<file path="config.mk">
export PLATFORM = sky130hd
export DESIGN_NAME = writeback_queue
export DESIGN_NICKNAME = d
export VERILOG_FILES = /design/src/rtl/writeback_queue.sv
export SDC_FILE = /design/constraint.sdc
export NUM_CORES = 1
export LEC_CHECK = 0
export CAP_MARGIN = 10
export CORE_MARGIN = 2
export CORE_UTILIZATION = 40
export CTS_BUF_LIST = sky130_fd_sc_hd__clkbuf_2
export DETAILED_ROUTE_END_ITERATION = 6
export GPL_TIMING_DRIVEN = 0
export PLACE_DENSITY = 0.78
export SLEW_MARGIN = 5
export SYNTH_ARGS = -nofsm -noshare
export SYNTH_HDL_FRONTEND = slang
export SYNTH_SLANG_ARGS = --single-unit
</file>
<file path="constraint.sdc">
create_clock -name clk -period 2.5 [get_ports clk]
set_clock_uncertainty 0.15 [all_clocks]
set_input_delay 0.5 -clock clk [delete_from_list [all_inputs] [get_ports clk]]
set_output_delay 0.5 -clock clk [all_outputs]
set_load 0.02 [all_outputs]
</file>
<file path="src/rtl/writeback_queue.sv">
// writeback_queue: in-order result buffer that feeds the register file write port.
// Define WB_BYPASS_EN to forward pending results to the two operand read ports.
module writeback_queue #(
  parameter int DataWidth = 16,
  parameter int NumRegs   = 16,
  parameter int Depth     = 4,
  localparam int AddrWidth = $clog2(NumRegs),
  localparam int CntWidth  = $clog2(Depth) + 1
) (
  input  logic                 clk,
  input  logic                 rst_n,
  input  logic                 in_valid,
  output logic                 in_ready,
  input  logic [AddrWidth-1:0] in_addr,
  input  logic [DataWidth-1:0] in_data,
  input  logic                 wb_stall,
  output logic                 reg_w_en,
  output logic [AddrWidth-1:0] addr_in,
  output logic [DataWidth-1:0] reg_in,
  input  logic [AddrWidth-1:0] rd_addr1,
  input  logic [AddrWidth-1:0] rd_addr2,
  output logic                 fwd_hit1,
  output logic                 fwd_hit2,
  output logic [DataWidth-1:0] fwd_data1,
  output logic [DataWidth-1:0] fwd_data2,
  output logic [CntWidth-1:0]  count
);

  localparam int PtrWidth = $clog2(Depth);
  localparam logic [CntWidth-1:0] FullCount = CntWidth'(Depth);

  logic [AddrWidth-1:0] addr_mem_q [Depth];
  logic [DataWidth-1:0] data_mem_q [Depth];

  logic [PtrWidth-1:0] wr_ptr_q, wr_ptr_d;
  logic [PtrWidth-1:0] rd_ptr_q, rd_ptr_d;
  logic [CntWidth-1:0] count_q, count_d;
  logic                push;
  logic                pop;

  // A pop in the same cycle never frees a slot for a push while full.
  always_comb begin
    in_ready = (count_q != FullCount);
    push     = in_valid && in_ready && rst_n;
    // Holding off the write while rst_n is low keeps discarded entries out of the register file.
    pop      = (count_q != '0) && !wb_stall && rst_n;

    wr_ptr_d = push ? wr_ptr_q + 1'b1 : wr_ptr_q;
    rd_ptr_d = pop  ? rd_ptr_q + 1'b1 : rd_ptr_q;

    count_d = count_q;
    case ({push, pop})
      2'b10:   count_d = count_q + 1'b1;
      2'b01:   count_d = count_q - 1'b1;
      default: count_d = count_q;
    endcase
  end

  always_ff @(posedge clk) begin
    if (!rst_n) begin
      wr_ptr_q <= '0;
      rd_ptr_q <= '0;
      count_q  <= '0;
    end else begin
      wr_ptr_q <= wr_ptr_d;
      rd_ptr_q <= rd_ptr_d;
      count_q  <= count_d;
    end
  end

  // Payload storage needs no reset: occupancy alone decides what is live.
  always_ff @(posedge clk) begin
    if (push) begin
      addr_mem_q[wr_ptr_q] <= in_addr;
      data_mem_q[wr_ptr_q] <= in_data;
    end
  end

  always_comb begin
    reg_w_en = pop;
    count    = count_q;
    addr_in  = '0;
    reg_in   = '0;
    if (count_q != '0) begin
      addr_in = addr_mem_q[rd_ptr_q];
      reg_in  = data_mem_q[rd_ptr_q];
    end
  end

`ifdef WB_BYPASS_EN
  logic [Depth-1:0]    occupied;
  logic [Depth-1:0]    match1;
  logic [Depth-1:0]    match2;
  logic [PtrWidth-1:0] scan_idx;

  for (genvar gi = 0; gi < Depth; gi++) begin : g_entry
    logic [PtrWidth-1:0] age;
    assign age          = PtrWidth'(gi) - rd_ptr_q;
    assign occupied[gi] = (CntWidth'(age) < count_q);
    assign match1[gi]   = occupied[gi] && (addr_mem_q[gi] == rd_addr1);
    assign match2[gi]   = occupied[gi] && (addr_mem_q[gi] == rd_addr2);
  end

  // Walk oldest to youngest so the last hit seen is the youngest pending value.
  always_comb begin
    fwd_hit1  = 1'b0;
    fwd_hit2  = 1'b0;
    fwd_data1 = '0;
    fwd_data2 = '0;
    scan_idx  = rd_ptr_q;
    for (int k = 0; k < Depth; k++) begin
      scan_idx = rd_ptr_q + PtrWidth'(k);
      if (match1[scan_idx]) begin
        fwd_hit1  = 1'b1;
        fwd_data1 = data_mem_q[scan_idx];
      end
      if (match2[scan_idx]) begin
        fwd_hit2  = 1'b1;
        fwd_data2 = data_mem_q[scan_idx];
      end
    end
  end
`else
  logic unused_rd_addr;
  assign unused_rd_addr = ^{rd_addr1, rd_addr2};
  assign fwd_hit1  = 1'b0;
  assign fwd_hit2  = 1'b0;
  assign fwd_data1 = '0;
  assign fwd_data2 = '0;
`endif

endmodule
</file>
==> qor.txt, run 1 <==
status - finished with violations
failing checks - negative setup slack
worst hold margin - 0.3723 ns
dpl ws - -0.4363 ns
# setup viols final - 19
Cell Rows - 35
RePlAce Congestion - 0.7201
Initial Utilization - 0.4131
Avg WL per Cell - 13.65 um
placed insts - 425
Post-CTS Hold Buffers - 0
Hold Path Origin - wr_ptr_q[1]
Post-Layout Cell Count - 449
most common cell after layout, fill and taps aside - edfxtp_1
Max VDD drop - 0.3886 mV
# Max-Cap Violations - 0
Final Cycle Share - 1.049
cell count after synthesis - 215
worst r2r path cells - 9
TritonCTS Buffers - 9
GRT overflow - 0
crit-path max FO - 9
Critical Path End Type - output port
Avg Cell Area, Syn - 17.76 um2
Mapped Area - 0.003817 mm2
antenna cells - 0
Horiz. Die Dim - 101.7 um
via count - 1940
Syn. warnings - 0
clk sink count - 89
DRT antenna net count - 0
Buffers on Ports - 48
CTS tree - done
vias per cell - 4.321
commonest cells after routing, fill and taps aside - edfxtp_1, buf_4, conb_1
worst-margin pin slew - 1.079 ns
reg2reg end - count[2]
first-pass GRT wire length - 9487 um
Die H - 101.7 um
Seq cells post-synth - 89
Final HPWL DP - 4010 um
Worst Setup Path Type - reg -> out
Reg2Reg Setup Slack - 0.18 ns
worst r2r src - count[2]
FMAX - 0.3813 GHz
vias in the first global route - 1905
Setup crit start kind - flop
total power - 3.205 mW
worst setup margin - -0.1228 ns
clk slew on worst S/H paths - 0.22 ns
largest family of logic cells by synthesized area - multiplexers
count of different cell masters after synthesis - 26
synth-to-layout area growth - 26.19%
starting DRC count in detailed routing - 98
Hold EP - wr_ptr_q[1]
Power per Cell Area - 665.3 mW/mm2
RSZ-0062 raised after global routing - yes
clock root cell - clkbuf_2
CTS Buffer Depth - 2
leakage power - 1.791 nW
Hold Vio Cnt, Final - 0
Synth Area in Compound Gates - 0.01213
drc violations - 0
Arr. time, crit path - 1.97 ns
Simple-Gate Fraction of Synth Area - 0.07244
pin count of the biggest net entering global routing - 21
core area - 0.009240 mm2
worst hold path stage count - 2
type of the tightest min-delay check - reg -> reg
Post-Synth XOR/XNOR Area - 0.004589
post-synthesis sequential area ratio - 0.6765
Worst slew margin - 0.2809
share of cells above drive strength 1 - 0.3688
Adder-Cell Fraction of Synth Area - 0.02163
GRT Resource Usage Total - 0.1263
Worst EP required - 1.85 ns
Total Routed Length - 6128 um
multiplexer share of the synthesized area - 0.1259
post-layout net count - 355
die area - 0.01034 mm2
TritonRoute pass-1 iters - 4
crit path time final - 2.623 ns
Ports - 91
Clk Latency, worst-skew pair - 0.53 ns
Final Max Slew Viols - 0
# H-tree levels - 3
initial antenna violation count - 0
## where the power goes
group | switching (mW) | internal (mW) | total (mW)
sequential | 0.0288 | 1.69 | 1.72
combinational | 0.360 | 0.365 | 0.726
clock | 0.440 | 0.322 | 0.762
total | 0.829 | 2.38 | 3.21
## synth_stat cells (all sizes together)
master	number	area [um2]
a21boi	3	22.52
a21oi	1	8.760
and2	6	37.54
buf	40	297.8
clkbuf	1	3.750
conb	1	3.750
dfxtp	9	180.2
edfxtp	80	2402
fa	1	20.02
ha	5	62.56
inv	7	26.28
mux2i	3	30.03
mux4	20	450.4
nand2	6	22.52
nand2b	1	6.260
nor2	1	3.750
nor2b	20	162.7
nor3	1	16.27
nor3b	2	15.01
o21ai	3	15.01
or3	2	12.51
xnor2	1	8.760
xor2	1	8.760
## cell type report
type	count	area, um2
Fill cell	780	4423
Sequential cell	89	2592
Multi-Input combinational cell	111	1050
Timing Repair Buffer	58	534.3
Buffer	41	326.6
Tap cell	129	161.4
Clock inverter	5	81.33
Clock buffer	9	45.04
Inverter	7	26.28
## metrics by stage
stage          instance area (um2)  TNS, ns  utilization
2_1_floorplan                 3958        0            -
3_3_place_gp                  4599   -21.15       0.4978
3_5_place_dp                  4599   -23.49       0.4978
4_1_cts                       4716   -2.034       0.5104
5_1_grt                       4817   -3.186       0.5213
6_report                      4817   -1.114       0.5213
## registers in the layout, indices dropped and copies added, names as in the netlist, named ones only
register	flops
data_mem_q	64
addr_mem_q	16
count	3
rd_ptr_q	2
wr_ptr_q	2
## logic make-up after synthesis
| family | Yosys count |
|---|---|
| other | 1 |
| flip-flops | 89 |
| buffers and inverters | 48 |
| multiplexers | 23 |
| adder cells (fa/ha/maj) | 6 |
| AO/OA/AOI/OAI | 7 |
| XOR/XNOR | 2 |
| AND/OR/NAND/NOR | 39 |
## per-layer routing
| layer | GRT usage | vias to the layer above | part of all wire |
|---|---|---|---|
| met4 | 0.06237 | 0 | 0.017 |
| li1 | - | 930 | - |
| met5 | 0 | - | 0 |
| met2 | 0.2105 | 69 | 0.50 |
| met1 | 0.1496 | 931 | 0.41 |
| met3 | 0.03727 | 10 | 0.076 |
## critical path, stage by stage (launching register included)
cell,delay [ns]
dfxtp_4,0.42
buf_12,0.14
buf_4,0.11
mux4_2,0.48
nor2b_1,0.14
buf_4,0.15
## worst max path at each step
| stage | to | slack, ns | cells after the start |
|---|---|---|---|
| after global placement | count[2] | -0.39 | 9 |
| after detailed placement | count[2] | -0.44 | 9 |
| after floorplan | count[2] | 0.02 | 9 |
| after CTS | reg_in[6] | -0.20 | 5 |
| after global routing | reg_in[8] | -0.23 | 5 |
| final | reg_in[11] | -0.12 | 5 |
## repair_timing
action,in CTS,in global routing
setup buffers,4,6
hold endpoints to repair,0,0
pin swaps,1,0
endpoints found under the setup margin,22,23
resized for setup,100,10
Power figures use the tool's default switching activity.
==> run 2, diff against run 1 <==
- CAP_MARGIN: 10 -> default
==> results of run 2 <==
Same layout as run 1: the final DEF is identical, and so are final timing and power.
==> run 3, diff against run 2 <==
- ABC_AREA: default -> 1
- PLACE_DENSITY: 0.78 -> 0.72
==> run 3 against run 2 <==
  * The run now ends clean
  * Area after synthesis up 1.2%
  * Final cell count up 29%
  * Design area up 9.5%
  * First-iteration DRC count rose to 2.8 times the previous value
  * Critical path depth up 2
  * Critical path type unchanged
  * Critical endpoint is now reg_in[14]
  * Largest cell class unchanged
  * Highest routed layer unchanged
==> qor.txt, run 3 <==
leakage power - 2.064 nW (was 1.791 nW)
status - complete, no violations (was finished with violations)
antenna cells - 0 (unchanged)
clk slew on worst S/H paths - 0.24 ns (was 0.22 ns)
most common cell after layout, fill and taps aside - edfxtp_1 (unchanged)
Synth area leader - edfxtp_1 (unchanged)
Post-synth EDFFs - 80 (unchanged)
dpl ws - -0.3087 ns (was -0.4363 ns)
Avg Cell Area, Syn - 11.33 um2 (was 17.76 um2)
core area - 0.009328 mm2 (was 0.009240 mm2)
placed insts - 555 (was 425)
Clk Latency, worst-skew pair - 0.55 ns (was 0.53 ns)
count of different cell masters after synthesis - 22 (was 26)
most numerous cell in the Yosys netlist - nor2_1 (was edfxtp_1)
post-synthesis sequential area ratio - 0.6684 (was 0.6765)
crit-path max FO - 5 (was 9)
Synth area leaders - edfxtp_1, nor2_1, buf_4 (was edfxtp_1, mux4_2, buf_4)
fin util - 0.5654 (was 0.5213)
die area - 0.01046 mm2 (was 0.01034 mm2)
max reg flops - 64 (unchanged)
setup_tns - 0 ns (was -1.114 ns)
worst-margin pin slew - 0.5124 ns (was 1.079 ns)
Power per Cell Area - 638.8 mW/mm2 (was 665.3 mW/mm2)
Setup Buffers After CTS - 0 (was 4)
Setup crit start kind - flop (unchanged)
commonest cells after routing, fill and taps aside - edfxtp_1, nor2_1, buf_4 (was edfxtp_1, buf_4, conb_1)
Final Max Slew Viols - 0 (unchanged)
commonest cells in the netlist - nor2_1, edfxtp_1, buf_4 (was edfxtp_1, buf_4, mux4_2)
cell count after synthesis - 341 (was 215)
share of cells above drive strength 1 - 0.3422 (was 0.3688)
first-pass GRT wire length - 12000 um (was 9487 um)
CTS Buffer Depth - 2 (unchanged)
Worst EP required - 1.85 ns (about the same)
Final Cycle Share - 0.9932 (was 1.049)
RePlAce Congestion - 0.7508 (was 0.7201)
asr flop ratio synth - 0 (unchanged)
CTS tree - done (unchanged)
worst r2r path cells - 12 (was 9)
DRT antenna net count - 0 (unchanged)
FMAX - 0.4027 GHz (was 0.3813 GHz)
TritonRoute pass-1 iters - 4 (unchanged)
via count - 2757 (was 1940)
worst setup margin - 0.01706 ns (was -0.1228 ns)
total power - 3.369 mW (was 3.205 mW)
type of the tightest min-delay check - in -> reg (was reg -> reg)
starting DRC count in detailed routing - 270 (was 98)
initial antenna violation count - 0 (unchanged)
Max VDD drop - 0.3701 mV (was 0.3886 mV)
# H-tree levels - 3 (unchanged)
drc violations - 0 (unchanged)
Worst slew margin - 0.6581 (was 0.2809)
Hold Vio Cnt, Final - 0 (unchanged)
Cell Rows - 35 (unchanged)
clock root cell - clkbuf_2 (unchanged)
Die H - 102.3 um (was 101.7 um)
Ports - 91 (unchanged)
Worst Setup Path Type - reg -> out (unchanged)
GRT overflow - 0 (unchanged)
TritonCTS Buffers - 9 (unchanged)
Post-Layout Cell Count - 579 (was 449)
Largest Register - data_mem_q (unchanged)
# setup viols final - 0 (was 19)
# Max-Cap Violations - 0 (unchanged)
worst hold path stage count - 3 (was 2)
Arr. time, crit path - 1.83 ns (was 1.97 ns)
crit path time final - 2.483 ns (was 2.623 ns)
Syn. warnings - 0 (unchanged)
vias in the first global route - 2556 (was 1905)
vias per cell - 4.762 (was 4.321)
clk sink count - 89 (unchanged)
post-layout net count - 483 (was 355)
Initial Utilization - 0.4142 (was 0.4131)
Buffers on Ports - 48 (unchanged)
Final HPWL DP - 5356 um (was 4010 um)
top cell type's share of synthesized area - 0.6218 (was 0.6293)
Mapped Area - 0.003864 mm2 (was 0.003817 mm2)
synth-to-layout area growth - 36.50% (was 26.19%)
Synth Flop Type - edfxtp_1 (unchanged)
Avg WL per Cell - 14.92 um (was 13.65 um)
pin count of the biggest net entering global routing - 19 (was 21)
GRT Resource Usage Total - 0.1551 (was 0.1263)
Total Routed Length - 8636 um (was 6128 um)
Horiz. Die Dim - 102.3 um (was 101.7 um)
RSZ-0062 raised after global routing - yes (unchanged)
Critical Path End Type - output port (unchanged)
Seq cells post-synth - 89 (unchanged)
-- run 3: changes by cell type after synthesis, sizes merged, moves of 4 or more --
cell / delta
o21ai: +39
and2: -6
a21oi: +23
clkbuf: +4
nand3: +5
mux4: -20
inv: +13
nor2: +89
nor2b: -20
nand2: +7
buf: +4
-- run 3: final cells by class --
class | instances | area, um2
Buffer | 49 | 452.9
Clock inverter | 7 | 73.82
Clock buffer | 9 | 45.04
Multi-Input combinational cell | 216 | 1130
Timing Repair Buffer | 60 | 732.0
Tap cell | 129 | 161.4
Fill cell | 742 | 4054
Sequential cell | 89 | 2591
Inverter | 20 | 87.58
-- run 3: worst max-delay path, stage by stage, from the launching register on --
cell and delay (ns):
dfxtp_4 0.43, buf_12 0.14, buf_8 0.12, nor2_1 0.05
nor2_1 0.09, o21ai_1 0.09, a21oi_1 0.20, buf_4 0.17
-- run 3: stage by stage --
step                cell area, um2  hold WS (ns)
detailed placement            4712        0.3557
finish                        5274        0.1420
CTS                           4762        0.3455
global placement              4629        0.3419
global route                  5274        0.1399
floorplan                     3988        0.3210
-- run 3: worst paths after layout --
path          startpoint     endpoint  slack (ns)
max reg2reg     count[1]     count[2]        0.41
min                rst_n     count[2]        0.14
max                 flop   reg_in[14]        0.02
min reg2reg  wr_ptr_q[0]  wr_ptr_q[0]        0.38
-- run 3: kinds of logic after synthesis --
kind of cell,count (synthesis),synth area share
other,1,0.0009706
AO/OA/AOI/OAI,66,0.08549
AND/OR/NAND/NOR,110,0.1108
buffers and inverters,69,0.1130
adder cells (fa/ha/maj),6,0.02137
flip-flops,89,0.6684
-- run 3: routing by layer --
metal / GRT usage / routed length [um]
met4: 0.07282 / 204
met1: 0.1761 / 3191
met2: 0.2682 / 4370
met3: 0.04720 / 870
met5: 0 / 0
-- run 3: power breakdown --
part | internal [mW] | total, mW | switching (mW)
clock network | 0.166 | 0.709 | 0.542
registers | 1.67 | 1.70 | 0.0248
logic | 0.439 | 0.964 | 0.525
total | 2.28 | 3.37 | 1.09
-- run 3: what timing repair did --
action                     CTS  global route
gates resized for setup     96           123
hold buffers                 0             0
gates cloned                 0             8
setup endpoints to repair   22            22
pin swaps                    0            24
==> edit 1 (config.mk and constraints of run 2) <==
Register the output `count`, without a reset; this adds one clock of latency there. The other outputs are not delayed to match.
--- a/src/rtl/writeback_queue.sv
+++ b/src/rtl/writeback_queue.sv
@@ -28,6 +28,8 @@
 
   localparam int PtrWidth = $clog2(Depth);
   localparam logic [CntWidth-1:0] FullCount = CntWidth'(Depth);
+
+  logic [CntWidth-1:0] count_c;
 
   logic [AddrWidth-1:0] addr_mem_q [Depth];
   logic [DataWidth-1:0] data_mem_q [Depth];
@@ -78,7 +80,7 @@
 
   always_comb begin
     reg_w_en = pop;
-    count    = count_q;
+    count_c  = count_q;
     addr_in  = '0;
     reg_in   = '0;
     if (count_q != '0) begin
@@ -129,4 +131,8 @@
   assign fwd_data2 = '0;
 `endif
 
+  always_ff @(posedge clk) begin
+    count <= count_c;
+  end
+
 endmodule
Function: changed (Yosys sat finds a counterexample within 4 cycles, from zero or initial values and one cycle with rst_n low).
==> edit 1 against run 2 <==
The run still ends with negative setup slack left; wire length rose by 6.1%; clock power decreased by 11%; worst setup slack better by 0.070 ns; design area is 1.4% higher; synthesized area is 1.6% higher; total power is 0.13% higher; sequential cell count grew 3; critical endpoint is now reg_in[5]; highest routed layer unchanged.
==> edit 1: results (changes against run 2) <==
Run status
  – Status: complete, but fails checks (unchanged)
  – Violated checks: negative setup slack (unchanged)

Synth
  – Top cells by count, synth: edfxtp_1 (80), buf_4 (34), mux4_2 (20) (unchanged)
  – Synth top area cells: edfxtp_1 (62%), mux4_2 (12%), buf_4 (6.6%) (was edfxtp_1 (63%), mux4_2 (12%), buf_4 (6.7%))
  – Yosys reg bits: 92 (was 89)
  – Post-Syn Instances: 218 (was 215)
  – Post-synth EDFFs: 80 (unchanged)
  – Sequential share of the synthesized area: 68.2% (was 67.6%)

Floorplan
  – Die ar.: 10,500 µm² (was 10,300 µm²)

Finish
  – Final nets: 355 (unchanged)
  – Non-clock buffer count in the final layout: 96 (was 99)
  – Sequential cell area share: 54.3% (was 53.8%)
  – ClkCell Share: 2.08% (was 2.62%)
  – Layout Cells excl Fill: 450 (was 449)
  – Inverters excl. clock: 7 (unchanged)
  – Syn-to-layout area delta: 25.9% (was 26.2%)
  – Multi-input logic area: 1090 µm² (was 1050 µm²)
  – Fraction of layout cells with a size suffix above 1: 37.1% (was 36.9%)
  – Layout fillers: 784 (was 780)
  – Non-clk buf share: 17.5% (was 17.9%)

Clock network
  – Worst skew pair latency: 0.50 ns (was 0.53 ns)
  – Clk slew on worst S/H paths: 0.20 ns (was 0.22 ns)

Power
  – Int Power: 2.34 mW (was 2.38 mW)
  – Sw Pwr: 869 µW (was 829 µW)
  – Seq pwr share: 55.2% (was 53.6%)
  – Clk pwr share: 21.1% (was 23.8%)
  – Max VDD drop: 0.376 mV (was 0.389 mV)
  – Leak pwr: 1.81 nW (was 1.79 nW)

Placement
  – Placed inst area: 4660 µm² (was 4600 µm²)
  – PortBufs: 48 (unchanged)
  – GP Congestion: 0.644 (was 0.720)
  – Dpl hpwl: 4.16 mm (was 4.01 mm)
  – Setup Slack @ Placement: -0.427 ns (was -0.436 ns)

Hold path
  – Hold Path Depth: 0 (was 2)

STA
  – Slew HR: 26.2% (was 28.1%)
  – Hold slack: 0.282 ns (was 0.372 ns)
  – Setup ws final: -0.0528 ns (was -0.123 ns)
  – Final setup fails: 13 (was 19)
  – Setup_tns: -0.492 ns (was -1.11 ns)

Routing
  – DR WL met2: 3.37 mm (was 3.06 mm)
  – Met3 WL post-DR: 362 µm (was 464 µm)
  – Initial DRC Count: 112 (was 98)
  – Final WL: 6.50 mm (was 6.13 mm)
  – Via-to-Cell Ratio: 4.41 (was 4.32)
  – WL met1: 2.71 mm (was 2.50 mm)

Global route
  – Vias in the first global route: 2,030 (was 1,905)
  – Total track usage: 13.2% (was 12.6%)
  – Met1 Resource Use GR: 16.2% (was 15.0%)
  – Largest net degree at the start of global routing: 21 (unchanged)
  – Met2 GRT Util: 22.5% (was 21.1%)
  – First-pass GRT wire length: 10.2 mm (was 9.49 mm)

Worst setup path
  – Crit path max fanout: 5 (was 9)
  – Critical path arrival: 1.90 ns (was 1.97 ns)
[edit 1: cell count changes after synthesis]
cell     change
dfxtp_1      +3
[edit 1: worst paths after layout]
path                                              start                      end
worst max-delay path                               flop                reg_in[5]
worst min-delay path            count_c[0]$_SDFFE_PN0P_         count[0]$_DFF_P_
worst max register to register  count_c[2]$_SDFFE_PN0P_  count_c[2]$_SDFFE_PN0P_
worst min register to register  count_c[0]$_SDFFE_PN0P_         count[0]$_DFF_P_
[edit 1: timing repair]
action,CTS,global route
pin swaps,1,0
setup buffers,4,3
setup endpoints to repair,22,21
gates resized for setup,102,27
[edit 1: cell families (layout without fill, tap and decap cells)]
group	count (synthesis)	after routing	share of synthesized area [%]
AO/OA/AOI/OAI	7	7	1.19
XOR/XNOR	2	2	0.452
adder cells (fa/ha/maj)	6	6	2.13
buffers and inverters	48	118	8.45
flip-flops	92	92	68.2
multiplexers	23	23	12.4
other	1	34	0.0967
AND/OR/NAND/NOR	39	39	7.13
==> edit 2 (config.mk and constraints of run 2) <==
Without the edit above. The option `WB_BYPASS_EN` is turned on by a define.
--- a/src/rtl/writeback_queue.sv
+++ b/src/rtl/writeback_queue.sv
@@ -1,5 +1,7 @@
 // writeback_queue: in-order result buffer that feeds the register file write port.
 // Define WB_BYPASS_EN to forward pending results to the two operand read ports.
+`define WB_BYPASS_EN
+
 module writeback_queue #(
   parameter int DataWidth = 16,
   parameter int NumRegs   = 16,
Check against the original RTL: not equivalent (Yosys sat finds a counterexample within 4 cycles, from zero or initial values and one cycle with rst_n low).
==> edit 2 against run 2 <==
The run ends with design-rule violations, negative setup slack left; combinational power increased to 3.1 times the old value; critical path type unchanged; sequential share of layout area decreased by 27 points; total power increased by 50%; sequential cell count unchanged; wire length increased to 3.9 times the old value; synthesized area increased by 78%; worst setup slack got worse by 1.8 ns; design area increased by 98%.
==> edit 2: results (changes against run 2) <==
Power
  – Sw Ratio: 37.1% (was 25.9%)
  – Combinational power: 2.22 mW (was 726 µW)
  – Max VDD drop: 0.539 mV (was 0.389 mV)
  – Leak pwr: 3.34 nW (was 1.79 nW)

Run status
  – Violated checks: design-rule violations, negative setup slack (was negative setup slack)
  – Status: complete, but fails checks (unchanged)

STA
  – Setup ws final: -1.97 ns (was -0.123 ns)
  – Final setup fails: 54 (was 19)
  – Slew HR: 45.8% (was 28.1%)

Placement
  – GP Congestion: 0.939 (was 0.720)
  – PortBufs: 86 (was 48)
  – Dpl hpwl: 15.3 mm (was 4.01 mm)

Worst setup path
  – Crit path max fanout: 7 (was 9)
  – CP top delay family: buffers and inverters (was multiplexers)
  – Critical path arrival: 3.82 ns (was 1.97 ns)

Hold path
  – Hold Crit Class: input pin to flop (was flop to flop)

Clock network
  – Worst skew pair latency: 0.61 ns (was 0.53 ns)
  – Setup bufs post-CTS: 28 (was 4)
  – Post-CTS sizing: 373 (was 100)

Finish
  – Fraction of layout cells with a size suffix above 1: 44.3% (was 36.9%)
  – Final nets: 788 (was 355)
  – Layout fillers: 1,316 (was 780)

Routing
  – Initial DRC Count: 766 (was 98)
  – Residual DRC: 1 (was 0)
  – DR vias: 6,204 (was 1,940)
  – WL met1: 9.26 mm (was 2.50 mm)

Global route
  – First-pass GRT wire length: 35.1 mm (was 9.49 mm)
  – Total track usage: 25.6% (was 12.6%)
  – Vias in the first global route: 6,092 (was 1,905)

Synth
  – Post-synth cell types: 66 (was 26)
  – Sequential share of the synthesized area: 38.0% (was 67.6%)
  – Top cells by count, synth: edfxtp_1 (80), o21ai_0 (66), nand2_1 (56) (was edfxtp_1 (80), buf_4 (34), mux4_2 (20))
==> edit 2: worst paths after layout <==
kind | from | endpoint | slack, ns | depth (start not counted)
setup / recovery | rd_ptr_q[0]$_SDFFE_PN0P_ | fwd_data2[15] | -1.97 | 14
setup reg to reg | count[0]$_SDFFE_PN0P_ | count[2]$_SDFFE_PN0P_ | 0.13 | 10
hold reg to reg | wr_ptr_q[1]$_SDFFE_PN0P_ | wr_ptr_q[1]$_SDFFE_PN0P_ | 0.38 | 2
hold / removal | in_data[7] | data_mem_q[2][7]$_DFFE_PP_ | 0.32 | 1
==> edit 2: per-stage QoR <==
stage               setup TNS, ns  worst slack [ns]  instances
finish                     -68.38             -1.97        971
floorplan                  -33.57             -1.13        600
global route               -72.24             -2.02        971
detailed placement        -134.02             -2.10        906
CTS                        -68.41             -1.96        950
global placement          -129.79             -2.08        906
==> edit 2: cell type report <==
type | count | area (µm²) | area share, %
Sequential cell | 89 | 2600 | 27.3
Clock buffer | 10 | 50.0 | 0.526
Timing Repair Buffer | 138 | 1370 | 14.4
Clock inverter | 6 | 90.1 | 0.946
Buffer | 46 | 489 | 5.14
Tap cell | 220 | 275 | 2.89
Multi-Input combinational cell | 449 | 4590 | 48.2
Inverter | 13 | 51.3 | 0.539
==> edit 2: per-layer routing <==
| metal | GRT usage (%) | vias up |
|---|---|---|
| met5 | 0 | - |
| met4 | 11.2 | 0 |
| met3 | 4.88 | 78 |
| met2 | 41.4 | 446 |
| met1 | 33.7 | 3030 |
| li1 | - | 2650 |
==> edit 2: cell families after synthesis <==
kind of cell               count (synthesis)  synth area share, %
xor gates and xnor gates                  38                 5.12
AOI/OAI and AO/OA                        178                 20.0
muxes                                     91                 19.0
DFF                                       89                 38.0
and+or+nand+nor                          132                 10.4
buffers and inverters                     62                 5.54
adders and majority gates                 10                 1.95
